### src/rtl/instr_classify_fifo.sv
// ARM instruction classifier: decodes accepted words into class/condition, buffers them
// in a DEPTH-entry FIFO and keeps saturating per-class occurrence counters.
module instr_classify_fifo #(
  parameter int unsigned DEPTH     = 4,
  parameter int unsigned COUNT_W   = 16,
  parameter int unsigned NUM_CLASS = 11
) (
  input  logic               clk,
  input  logic               rst,
  input  logic               in_valid,
  output logic               in_ready,
  input  logic [31:0]        instruction,
  output logic               out_valid,
  input  logic               out_ready,
  output logic [31:0]        out_instr,
  output logic [3:0]         out_class,
  output logic [3:0]         out_cond,
  output logic               out_uncond,
  input  logic [3:0]         cnt_sel,
  input  logic               cnt_clear,
  output logic [COUNT_W-1:0] cnt_value
);

  localparam int unsigned AW = (DEPTH > 1) ? $clog2(DEPTH) : 1;

  logic [AW-1:0]      wr_ptr_q, wr_ptr_d, rd_ptr_q, rd_ptr_d;
  logic [AW:0]        count_q, count_d;
  logic [31:0]        instr_mem_q [DEPTH];
  logic [3:0]         class_mem_q [DEPTH];
  logic [COUNT_W-1:0] cnt_q [NUM_CLASS];
  logic [COUNT_W-1:0] cnt_d [NUM_CLASS];
  logic [COUNT_W-1:0] cnt_sel_val;
  logic [COUNT_W-1:0] cnt_value_q;
  logic               full, push, pop;
  logic [3:0]         in_class;

  // First match wins; encodings matching no rule fall back to UNDEF.
  function automatic logic [3:0] classify(input logic [31:0] b);
    logic [3:0] c;
    if (b[27:22] == 6'b000000 && b[7:4] == 4'b1001) begin
      c = 4'd1;
    end else if (b[27:23] == 5'b00001 && b[7:4] == 4'b1001) begin
      c = 4'd2;
    end else if (b[27:23] == 5'b00010 && b[21:20] == 2'b00 && b[11:4] == 8'b00001001) begin
      c = 4'd3;
    end else if (b[27:25] == 3'b000 && b[7] && b[4] && b[6:5] != 2'b00) begin
      c = 4'd4;
    end else if (b[27:25] == 3'b001) begin
      c = 4'd5;
    end else if (b[27:25] == 3'b000 && !b[4]) begin
      c = 4'd6;
    end else if (b[27:25] == 3'b000 && !b[7] && b[4]) begin
      c = 4'd7;
    end else if (b[27:25] == 3'b011 && b[4]) begin
      c = 4'd0;
    end else if (b[27:26] == 2'b01) begin
      c = 4'd8;
    end else if (b[27:25] == 3'b100) begin
      c = 4'd9;
    end else if (b[27:25] == 3'b101) begin
      c = 4'd10;
    end else if (b[27:24] == 4'b1111) begin
      c = 4'd11;
    end else if (b[27:26] == 2'b11) begin
      c = 4'd12;
    end else begin
      c = 4'd0;
    end
    return c;
  endfunction

  assign in_class = classify(instruction);
  assign full     = (count_q == (AW+1)'(DEPTH));
  assign in_ready = !full;
  assign push     = in_valid && !full;
  assign pop      = out_valid && out_ready;

  always_comb begin
    wr_ptr_d = wr_ptr_q;
    rd_ptr_d = rd_ptr_q;
    count_d  = count_q;
    if (push) wr_ptr_d = wr_ptr_q + AW'(1);
    if (pop)  rd_ptr_d = rd_ptr_q + AW'(1);
    if (push && !pop) begin
      count_d = count_q + (AW+1)'(1);
    end else if (!push && pop) begin
      count_d = count_q - (AW+1)'(1);
    end
  end

  always_ff @(posedge clk) begin
    if (rst) begin
      wr_ptr_q <= '0;
      rd_ptr_q <= '0;
      count_q  <= '0;
    end else begin
      wr_ptr_q <= wr_ptr_d;
      rd_ptr_q <= rd_ptr_d;
      count_q  <= count_d;
    end
  end

  // Storage needs no reset: the head is masked while the FIFO is empty.
  always_ff @(posedge clk) begin
    if (!rst && push) begin
      instr_mem_q[wr_ptr_q] <= instruction;
      class_mem_q[wr_ptr_q] <= in_class;
    end
  end

  assign out_valid  = (count_q != '0);
  assign out_instr  = out_valid ? instr_mem_q[rd_ptr_q] : 32'h0;
  assign out_class  = out_valid ? class_mem_q[rd_ptr_q] : 4'h0;
  assign out_cond   = out_instr[31:28];
  assign out_uncond = out_valid && (out_cond == 4'b1111);

  // Codes 11/12 never equal a counter index, so SWI and COPROC go uncounted.
  always_comb begin
    cnt_sel_val = '0;
    for (int i = 0; i < int'(NUM_CLASS); i++) begin
      cnt_d[i] = cnt_q[i];
      if (cnt_clear) begin
        cnt_d[i] = '0;
      end else if (push && in_class == 4'(i) && cnt_q[i] != '1) begin
        cnt_d[i] = cnt_q[i] + COUNT_W'(1);
      end
      if (cnt_sel == 4'(i)) cnt_sel_val = cnt_q[i];
    end
  end

  always_ff @(posedge clk) begin
    if (rst) begin
      for (int i = 0; i < int'(NUM_CLASS); i++) cnt_q[i] <= '0;
      cnt_value_q <= '0;
    end else begin
      for (int i = 0; i < int'(NUM_CLASS); i++) cnt_q[i] <= cnt_d[i];
      cnt_value_q <= cnt_sel_val;
    end
  end

  assign cnt_value = cnt_value_q;

endmodule

### config.mk
export PLATFORM = sky130hd
export DESIGN_NAME = instr_classify_fifo
export DESIGN_NICKNAME = d
export VERILOG_FILES = /design/src/rtl/instr_classify_fifo.sv
export SDC_FILE = /design/constraint.sdc
export NUM_CORES = 1
export LEC_CHECK = 0
export BUFFER_PORTS_ARGS = -buffer_cell sky130_fd_sc_hd__buf_4
export CORE_ASPECT_RATIO = 1.2
export CORE_UTILIZATION = 50
export DETAILED_ROUTE_END_ITERATION = 10
export PLACE_DENSITY = 0.68
export SLEW_MARGIN = 20
export SYNTH_ARGS = -nofsm -noshare
export SYNTH_HDL_FRONTEND = slang
export SYNTH_SLANG_ARGS = --single-unit
### constraint.sdc
create_clock -name clk -period 2.5 [get_ports clk]
set_input_delay 0 -clock clk [delete_from_list [all_inputs] [get_ports clk]]
set_output_delay 0 -clock clk [all_outputs]
set_load 0.05 [all_outputs]
==> results of run 1 <==
==> cells by family (layout without fill, tap and decap cells) <==
kind of cell	after synthesis	count (layout)	share of synthesized area [%]
simple gates	656	656	21.1
compound gates	370	370	13.8
flops	345	345	50.0
buf+inv	141	315	3.36
mux	86	86	8.34
xor+xnor	41	41	2.15
fa+ha+maj	17	17	1.32
==> final cells by class <==
cell class	instances	area share [%]
sequential	345	42.2
multi-input combinational	1170	39.7
timing repair buffer	208	8.92
clock buffer	49	5.01
tap	444	2.81
inverter	43	0.816
clock inverter	15	0.531
==> Yosys cell counts (6+ instances only) <==
| cell type | number | share of area [%] |
|---|---|---|
| nor4_1 | 13 | 0.49 |
| a311oi_1 | 6 | 0.31 |
| edfxtp_1 | 144 | 26 |
| nand2b_1 | 7 | 0.26 |
| a211oi_1 | 21 | 0.94 |
| inv_1 | 43 | 0.97 |
| and3_1 | 26 | 0.97 |
| mux2i_1 | 39 | 2.3 |
| o211ai_1 | 12 | 0.54 |
| o221ai_1 | 6 | 0.31 |
| nand4_1 | 48 | 1.8 |
| o21ai_0 | 93 | 2.8 |
| o311ai_0 | 7 | 0.37 |
| and4_1 | 14 | 0.73 |
| clkbuf_1 | 69 | 1.6 |
| nand3_1 | 90 | 2.7 |
| o31ai_1 | 41 | 1.8 |
| nor3_1 | 28 | 0.84 |
| nor2_1 | 111 | 2.5 |
| nand2_1 | 117 | 2.6 |
| a21oi_1 | 120 | 3.6 |
| or4_1 | 49 | 2.2 |
| ha_1 | 16 | 1.2 |
| o22ai_1 | 13 | 0.49 |
| xor2_1 | 36 | 1.9 |
| a22oi_1 | 6 | 0.27 |
| buf_2 | 13 | 0.39 |
| or2_2 | 7 | 0.26 |
| or3_1 | 71 | 2.7 |
| and2_1 | 55 | 2.1 |
| dfxtp_1 | 201 | 24 |
| mux4_2 | 42 | 5.7 |
| o21a_1 | 10 | 0.45 |
| buf_1 | 12 | 0.27 |
| o41ai_1 | 6 | 0.31 |
==> layout by cell type (no fill, tap or decap), types with 26 or more instances in the layout <==
cell type / instances
and2_1: 51
xor2_1: 36
edfxtp_1: 144
nand2_1: 117
and3_1: 26
o21ai_0: 93
mux2i_1: 39
mux4_2: 42
or3_1: 71
a21oi_1: 120
clkbuf_16: 37
inv_1: 43
o31ai_1: 41
nor2_1: 109
or4_1: 49
dfxtp_1: 199
nand4_1: 48
nand3_1: 90
nor3_1: 28
dlygate4sd3_1: 36
buf_4: 163
==> registers in the layout, summed over array words and instances (netlist names), named ones only <==
name         cells
cnt_q          176
instr_mem_q    128
class_mem_q     16
cnt_value       16
count_q          3
rd_ptr_q         2
wr_ptr_q         2
==> layer usage <==
metal  up-vias  part of all wire [%]
li1       6603                     -
met5         -                     0
met1      6654                    41
met2       493                    49
met3       106                   6.0
met4         0                   4.1
==> what timing repair did <==
item,4_1_cts,5_1_grt
setup endpoints to repair,0,36
hold buffers,36,0
endpoints found under the hold margin,158,0
gates resized for setup,0,6
==> worst max-delay path by stage <==
| stage | cells after the start | slack, ns | start | to |
|---|---|---|---|---|
| final | 9 | 0.03 | instruction[23] | cnt_q[7][3]$_SDFFE_PP0P_ |
| after detailed placement | 9 | -0.08 | instruction[5] | cnt_q[2][7]$_SDFFE_PP0P_ |
| after CTS | 10 | 0.02 | instruction[23] | cnt_q[2][7]$_SDFFE_PP0P_ |
| after global placement | 9 | -0.07 | instruction[5] | cnt_q[2][5]$_SDFFE_PP0P_ |
| after global routing | 9 | -0.08 | instruction[23] | cnt_q[7][3]$_SDFFE_PP0P_ |
| after floorplan | 5 | 0.02 | count_q[0]$_SDFFE_PP0P_ | class_mem_q[0][0]$_DFFE_PP_ |
==> critical path, delay by kind of cell <==
| kind | cells | cell delay (ns) |
|---|---|---|
| buffers and inverters | 3 | 0.88 |
| AO/OA/AOI/OAI | 3 | 0.91 |
| AND/OR/NAND/NOR | 3 | 1.14 |
==> metrics by stage <==
step	hold slack, ns	util [%]	worst slack, ns	setup TNS [ns]
2_1_floorplan	0.0989	-	0.0215	0
3_3_place_gp	0.202	56.2	-0.0693	-0.332
3_5_place_dp	0.203	56.2	-0.0788	-0.625
4_1_cts	0.0140	60.7	0.0170	0
5_1_grt	0.0572	60.8	-0.0799	-0.577
6_report	0.0460	60.8	0.0323	0
==> power groups by stage <==
stage                     Sequential [mW]  Combinational [mW]  Clock [mW]
after floorplan                      6.30                3.06           0
after CTS                            6.22                4.41        5.20
final                                6.21                4.41        5.11
after global routing                 6.23                4.64        5.40
after detailed placement             6.34                4.35           0
after global placement               6.33                4.31           0
==> run_results.csv, run 1 <==
group,metric,value,unit
run_status,outcome,"finished clean",
grt,grt_max_degree,40,
clock_tree,cts_sinks,345,
floorplan,io-pin-count,100,
sta,fin_crit_sh,98.7,%
cells_and_area,drive_gt1_share,16.1,%
grt,grt-ovfl-total,0,
grt,grt_busiest_layer,"met2",
floorplan,die_w,169,um
synth,synth_nets,1714,
job,max-cap-violations,0,
power_and_ir_drop,p_int,10.5,mW
power_and_ir_drop,p_sw_share,33.1,%
grt,grt_pass1_wl,71200,um
critical_path,r2r_end,"cnt_q[0][13]$_SDFFE_PP0P_",
placement,io_buffers,99,
synth,syn_avg_cell_area,10.1,um^2
cells_and_area,final_nets,1863,
synth,synthArstFlopShare,0,%
cells_and_area,area_delta_synth_final,18.4,%
sta,setup_viol,0,
synth,netlist_area,0.0167,mm^2
critical_path,crit_chain,"dlygate4sd3_1 > buf_4 > or4b_1 > a311o_1 > a22oi_4 > nand3_2 > buf_4 > or3_1 > a21oi_1",
power_and_ir_drop,ir_drop,0.516,mV
placement,place_hpwl,30600,um
power_and_ir_drop,power.switching,5.20,mW
sta,final.setup_skew,0.0162,ns
synth,netlist_instances,1656,
critical_path,crit_type,"in -> reg",
drt,drt-wirelength-per-cell,19.5,um
clock_tree,cts_tree,"yes",
clock_tree,cts-buffers-inserted,37,
critical_path,crit_fanout,14,
floorplan,die-area,0.0342,mm^2
critical_path,cpPeakStageDelay,0.52,ns
critical_path,cpMaxStageDelayCell,"dlygate4sd3_1",
synth,synth_warnings,0,
min_path,hold_path_class,"in -> reg",
drt,ant_nets,0,
critical_path,endpoint_kind,"flop",
drt,drt-total-wl,44400,um
grt,antenna_found_initial,0,
drt,post_drt_via_cell_ratio,6.09,
clock_tree,cts_setup_buffers,0,
power_and_ir_drop,combPwrFrac,28.0,%
placement,place_inst,2174,
cells_and_area,seqCellArea,0.00835,mm^2
placement,dpl-instance-area,0.0183,mm^2
drt,drt_iter0_markers,1223,
synth,synth.distinct_cells,68,
grt,grt_pass1_vias,13300,
critical_path,cp-start-kind,"input pin",
sta,slew_headroom,33.5,%
sta,finalHoldViolations,0,
synth,ys_seq_area_share,50.0,%
drt,drc_errors,0,
drt,first_pass_iters,5,
floorplan,num_rows,72,
placement,place_congestion,0.897,
floorplan,die_h,202,um
drt,num_vias,13900,
min_path,min_from,"cnt_sel[3]",
critical_path,rr_startpoint,"count_q[1]$_SDFFE_PP0P_",
floorplan,fp.coreArea,0.0325,mm^2
min_path,whs_endpoint,"cnt_value[7]$_SDFF_PP0_",
cells_and_area,fill_cells,2686,
power_and_ir_drop,p_leak,6.53,nW
critical_path,r2r_cells,8,
grt,met3_usage,3.60,%
synth,synth_edf_count,144,
power_and_ir_drop,powerDensity,796,mW/mm^2
grt,met1_usage,33.2,%
clock_tree,path_clk_slew,0.06,ns
grt,grt_usage,26.3,%
critical_path,required,2.97,ns
sta,maxSlewViolCount,0,
cells_and_area,fin_cells,2274,
clock_tree,clock_latency,0.53,ns
sta,max_slew.worst_pin.slew,0.998,ns
clock_tree,cts-htree-levels,2,
grt,grt_use_met2,44.5,%
power_and_ir_drop,pwr-share-clk,32.5,%
clock_tree,cts_buffer_depth,3,
floorplan,start_util,51.4,%
critical_path,r2r_slack,0.25,ns
sta,clock.fmax,0.405,GHz
cells_and_area,multiInputGateArea,0.00785,mm^2
power_and_ir_drop,pwr-share-seq,39.5,%
sta,rsz0062_at_grt,"yes",
critical_path,arrival,2.94,ns
power_and_ir_drop,power.total,15.7,mW
sta,post-route-min-period,2.47,ns
critical_path,cp_common_cell,"buf_4",
cells_and_area,post-route-cell-area,0.0198,mm^2
cells_and_area,antenna_cells,0,
min_path,holdPathStages,4,
synth,synthFlopType,"dfxtp_1",
clock_tree,root_buffer,"clkbuf_16",
synth,synth-seq-cells,345,
(Power assumes the default switching activity.)
==> inputs of run 2 (changes only) <==
--- a/config.mk
+++ b/config.mk
@@ -8,6 +8,7 @@
 export BUFFER_PORTS_ARGS = -buffer_cell sky130_fd_sc_hd__buf_4
 export CORE_ASPECT_RATIO = 1.2
 export CORE_UTILIZATION = 50
+export CTS_BUF_LIST = sky130_fd_sc_hd__clkbuf_8
 export DETAILED_ROUTE_END_ITERATION = 10
 export PLACE_DENSITY = 0.68
 export SLEW_MARGIN = 20
==> run_results.csv, run 2 (synthesis results as in run 1) <==
group,metric,value,unit
cells_and_area,area_delta_synth_final,18.5,%
drt,post_drt_via_cell_ratio,6.03,
drt,drt-total-wl,44500,um
sta,maxSlewViolCount,0,
min_path,hold_path_class,"in -> reg",
critical_path,cp-start-kind,"flop",
drt,drc_errors,0,
placement,place_hpwl,30600,um
clock_tree,clock_latency,0.62,ns
cells_and_area,largest_reg_flops,176,
critical_path,crit_fanout,12,
drt,first_pass_iters,8,
drt,drt_iter0_markers,1058,
sta,setup_viol,0,
floorplan,die_w,169,um
critical_path,crit_chain,"mux4_2 > and2_1 > and4_1 > buf_4",
cells_and_area,antenna_cells,0,
cells_and_area,fin_util,60.9,%
drt,ant_nets,0,
grt,grt_pass1_vias,13400,
clock_tree,cts-buffers-inserted,55,
clock_tree,cts_buffer_depth,3,
cells_and_area,regMostFlops,"cnt_q",
placement,dpl-instance-area,0.0183,mm^2
critical_path,arrival,2.40,ns
cells_and_area,final_cell_mix,"dfxtp_1, buf_4, edfxtp_1",
sta,max_slew.worst_pin.slew,0.992,ns
drt,drt-wirelength-per-cell,19.3,um
power_and_ir_drop,pwr-share-clk,31.0,%
clock_tree,cts_setup_buffers,0,
floorplan,start_util,51.4,%
floorplan,die-area,0.0342,mm^2
sta,hold_ws,0.0696,ns
cells_and_area,drive_gt1_share,17.1,%
cells_and_area,final_nets,1883,
critical_path,required,2.50,ns
grt,antenna_found_initial,0,
power_and_ir_drop,p_sw_share,33.7,%
clock_tree,cts-htree-levels,2,
grt,grt_max_degree,40,
placement,place_congestion,0.897,
power_and_ir_drop,p_int,10.2,mW
grt,grt_pass1_wl,71400,um
critical_path,endpoint_kind,"output port",
clock_tree,root_buffer,"clkbuf_8",
run_status,outcome,"finished clean",
power_and_ir_drop,ir_drop,0.421,mV
sta,slew_headroom,33.9,%
grt,grt-ovfl-total,0,
clock_tree,path_clk_slew,0.06,ns
placement,io_buffers,99,
power_and_ir_drop,power.switching,5.18,mW
clock_tree,cts_tree,"yes",
sta,final.setup_skew,0.0431,ns
grt,grt_usage,26.4,%
critical_path,crit_type,"reg -> out",
sta,clock.fmax,0.417,GHz
power_and_ir_drop,p_leak,6.63,nW
power_and_ir_drop,powerDensity,777,mW/mm^2
floorplan,io-pin-count,100,
sta,fin_crit_sh,96.0,%
cells_and_area,reg_top3,"cnt_q: 176 flops, instr_mem_q: 128 flops",
power_and_ir_drop,combPwrFrac,28.6,%
job,max-cap-violations,0,
power_and_ir_drop,pwr-share-seq,40.4,%
floorplan,die_h,202,um
sta,finalHoldViolations,0,
cells_and_area,final_common_cell,"dfxtp_1",
critical_path,cpMaxStageDelayCell,"dfxtp_2",
critical_path,cpPeakStageDelay,0.65,ns
floorplan,num_rows,72,
floorplan,fp.coreArea,0.0325,mm^2
cells_and_area,fill_cells,2724,
cells_and_area,post-route-cell-area,0.0198,mm^2
clock_tree,cts_sinks,345,
drt,num_vias,13900,
sta,post-route-min-period,2.40,ns
==> run 2: cell count changes in the layout (fill, tap and decap cells not counted), moves of 2 or more <==
cell / previous run / this run
clkbuf_8: 2 / 65
clkbuf_16: 37 / 0
inv_1: 43 / 63
clkbuf_1: 10 / 0
clkinv_1: 6 / 2
dlygate4sd3_1: 36 / 38
inv_6: 2 / 0
==> run 2: area by class of cell <==
class                           count  area, um^2  share of cell area [%]
Tap cell                          444         556                    2.81
Sequential cell                   345        8350                    42.2
Timing Repair Buffer              210        1780                    9.01
Multi-Input combinational cell   1170        7850                    39.7
Clock buffer                       65         895                    4.52
Clock inverter                     32         196                   0.992
Inverter                           43         161                   0.815
==> run 2: power groups by stage <==
stage	combinational, mW	sequential (mW)	clock [mW]
after floorplan	3.06	6.30	0
after global placement	4.31	6.33	0
after detailed placement	4.35	6.34	0
after CTS	4.40	6.22	4.89
after global routing	4.64	6.24	5.13
final	4.39	6.22	4.78
==> run 2: layer usage <==
metal | part of all wire (%) | track usage [%] | vias to the layer above
met5 | 0 | 0 | -
li1 | - | - | 6645
met1 | 42 | 33.4 | 6681
met4 | 4.0 | 11.9 | 0
met2 | 48 | 44.5 | 490
met3 | 5.9 | 3.86 | 103
==> run 2: final timing paths <==
check | end | from | slack (ns) | cells past startpoint
min | cnt_value[9]$_SDFF_PP0_ | cnt_sel[1] | 0.07 | 3
max reg2reg | cnt_q[2][13]$_SDFFE_PP0P_ | count_q[1]$_SDFFE_PP0P_ | 0.17 | 7
min reg2reg | cnt_q[1][1]$_SDFFE_PP0P_ | cnt_q[1][1]$_SDFFE_PP0P_ | 0.49 | 2
max | out_uncond | flop | 0.1 | 4
==> run 2: repair_timing <==
action	4_1_cts	5_1_grt
hold buffers	38	0
resized for setup	0	5
endpoints found under the setup margin	0	28
endpoints found under the hold margin	174	0
==> run 2: worst max-delay path, delay by kind of cell (launching register included) <==
family	cells	cell delay, ns
simple gates	2	0.40
flops	1	0.65
buf+inv	1	0.18
mux	1	0.58
==> run 2: stage by stage <==
step	setup slack [ns]	setup TNS (ns)	power [mW]	cells
2_1_floorplan	0.0215	0	9.36	1656
4_1_cts	0.0319	0	15.5	2309
3_5_place_dp	-0.0788	-0.625	10.7	2174
3_3_place_gp	-0.0693	-0.332	10.6	2174
6_report	0.0993	0	15.4	2309
5_1_grt	-0.000580	-0.000580	16.0	2309
==> inputs of run 3 (changes only) <==
--- a/config.mk
+++ b/config.mk
@@ -5,12 +5,15 @@
 export SDC_FILE = /design/constraint.sdc
 export NUM_CORES = 1
 export LEC_CHECK = 0
+export ABC_CLOCK_PERIOD_IN_PS = 2500
 export BUFFER_PORTS_ARGS = -buffer_cell sky130_fd_sc_hd__buf_4
 export CORE_ASPECT_RATIO = 1.2
 export CORE_UTILIZATION = 50
 export CTS_BUF_LIST = sky130_fd_sc_hd__clkbuf_8
+export CTS_CLUSTER_SIZE = 8
 export DETAILED_ROUTE_END_ITERATION = 10
 export PLACE_DENSITY = 0.68
+export SETUP_SLACK_MARGIN = 0.5
 export SLEW_MARGIN = 20
 export SYNTH_ARGS = -nofsm -noshare
 export SYNTH_HDL_FRONTEND = slang
==> run_results.csv, run 3 (synthesis results as in run 1) <==
group,metric,value,unit
power_and_ir_drop,power.total,17.4,mW
power_and_ir_drop,p_int,11.5,mW
sta,hold_ws,0.0532,ns
clock_tree,cts-buffers-inserted,55,
power_and_ir_drop,pwr-share-clk,26.6,%
sta,max_slew.worst_pin.slew,0.893,ns
floorplan,start_util,51.4,%
sta,clock.fmax,0.452,GHz
cells_and_area,reg_top3,"cnt_q: 176 flops, instr_mem_q: 128 flops",
drt,drt_iter0_markers,1351,
clock_tree,clock_latency,0.61,ns
grt,grt-ovfl-total,0,
drt,first_pass_iters,7,
power_and_ir_drop,p_leak,7.65,nW
run_status,outcome,"finished clean",
drt,num_vias,15000,
cells_and_area,drive_gt1_share,30.5,%
drt,drt-wirelength-per-cell,21.5,um
clock_tree,root_buffer,"clkbuf_8",
critical_path,cpMaxStageDelayCell,"or4_1",
power_and_ir_drop,power.switching,5.91,mW
cells_and_area,largest_reg_flops,176,
job,max-cap-violations,0,
cells_and_area,fill_cells,2343,
power_and_ir_drop,combPwrFrac,37.7,%
cells_and_area,final_cell_mix,"dfxtp_1, edfxtp_1, buf_4",
sta,final.setup_skew,0.0180,ns
grt,grt_max_degree,66,
clock_tree,path_clk_slew,0.07,ns
sta,post-route-min-period,2.21,ns
sta,fin_crit_sh,88.4,%
critical_path,endpoint_kind,"flop",
cells_and_area,area_delta_synth_final,33.3,%
cells_and_area,final_nets,1980,
floorplan,num_rows,72,
cells_and_area,antenna_cells,0,
clock_tree,cts-htree-levels,2,
clock_tree,cts_tree,"yes",
placement,place_congestion,0.913,
floorplan,die_h,202,um
cells_and_area,seqCellArea,0.00842,mm^2
critical_path,crit_type,"reg -> reg",
power_and_ir_drop,pwr-share-seq,35.7,%
placement,io_buffers,99,
min_path,hold_path_class,"in -> reg",
cells_and_area,fin_cells,2409,
drt,ant_nets,0,
drt,drc_errors,0,
placement,place_hpwl,30400,um
cells_and_area,multiInputGateArea,0.00883,mm^2
grt,grt_pass1_vias,14100,
critical_path,path_delay_family,"simple AND/OR/NAND/NOR gates",
power_and_ir_drop,ir_drop,0.387,mV
sta,finalHoldViolations,0,
drt,post_drt_via_cell_ratio,6.23,
sta,rsz0062_at_grt,"yes",
placement,place_inst,2158,
sta,maxSlewViolCount,0,
critical_path,crit_buf_inv,2,
cells_and_area,final_common_cell,"dfxtp_1",
grt,grt_usage,28.4,%
critical_path,cpPeakStageDelay,0.46,ns
critical_path,cp-start-kind,"flop",
drt,drt-total-wl,51800,um
floorplan,io-pin-count,100,
floorplan,die_w,169,um
sta,setup_viol,0,
critical_path,crit_fanout,10,
placement,dpl-instance-area,0.0183,mm^2
grt,antenna_found_initial,0,
critical_path,required,3.02,ns
critical_path,arrival,2.73,ns
cells_and_area,post-route-cell-area,0.0223,mm^2
power_and_ir_drop,p_sw_share,34.0,%
power_and_ir_drop,powerDensity,780,mW/mm^2
clock_tree,cts_buffer_depth,3,
grt,grt_pass1_wl,76200,um
clock_tree,cts_sinks,345,
floorplan,die-area,0.0342,mm^2
cells_and_area,regMostFlops,"cnt_q",
critical_path,crit_chain,"or3b_4 > nand4b_1 > buf_6 > a211oi_2 > nand4_1 > buf_12 > or4_1 > a21oi_1",
floorplan,fp.coreArea,0.0325,mm^2
sta,slew_headroom,40.5,%
[run 3: metrics by stage]
stage	setup slack (ns)	TNS [ns]	util, %
finish	0.289	0	68.5
global route	0.184	0	68.5
CTS	0.270	0	65.0
detailed placement	-0.0302	-0.0315	56.2
global placement	-0.00858	-0.00858	56.2
floorplan	0.453	0	-
[run 3: area by class of cell]
| type | instances | share of cell area (%) |
|---|---|---|
| inverter | 43 | 0.736 |
| multi-input combinational | 1178 | 39.7 |
| clock buffer | 66 | 4.08 |
| clock inverter | 34 | 0.618 |
| timing repair buffer | 299 | 14.6 |
| sequential | 345 | 37.8 |
| tap | 444 | 2.50 |
[run 3: path summary, 6_finish.rpt]
kind | cells past startpoint | from | to | slack, ns
worst max-delay path | 8 | count_q[2]$_SDFFE_PP0P_ | cnt_q[0][9]$_SDFFE_PP0P_ | 0.29
worst min-delay path | 3 | instruction[4] | class_mem_q[3][3]$_DFFE_PP_ | 0.05
worst max register to register | 8 | count_q[2]$_SDFFE_PP0P_ | cnt_q[0][9]$_SDFFE_PP0P_ | 0.29
worst min register to register | 2 | cnt_q[1][1]$_SDFFE_PP0P_ | cnt_q[1][1]$_SDFFE_PP0P_ | 0.48
[run 3: metal layers]
metal / up-vias / share of wire [%] / GRT usage (%)
met5: - / 0 / 0
met4: 0 / 4.2 / 12.2
met3: 148 / 6.5 / 4.44
met2: 657 / 50 / 47.8
met1: 7335 / 39 / 36.1
li1: 6868 / - / -
[run 3: worst reg2reg max path: stages, from the launching register on]
cell	delay, ns
dfxtp_2	0.32
or3b_4	0.28
nand4b_1	0.13
buf_6	0.15
a211oi_2	0.17
nand4_1	0.23
buf_12	0.23
or4_1	0.46
a21oi_1	0.15
[run 3: what timing repair did]
item	in CTS	in global routing
buffers inserted	61	27
cloned	12	12
hold buffers	39	0
endpoints found under the setup margin	295	340
pin swaps	79	115
resized for setup	200	202
hold endpoints to repair	170	0
[run 3: power groups by stage]
stage	sequential (mW)	clock (mW)	combinational, mW
3_5_place_dp	6.33	0	4.35
4_1_cts	6.20	4.68	5.54
6_report	6.20	4.63	6.55
3_3_place_gp	6.32	0	4.32
2_1_floorplan	6.30	0	3.18
5_1_grt	6.22	4.92	6.79
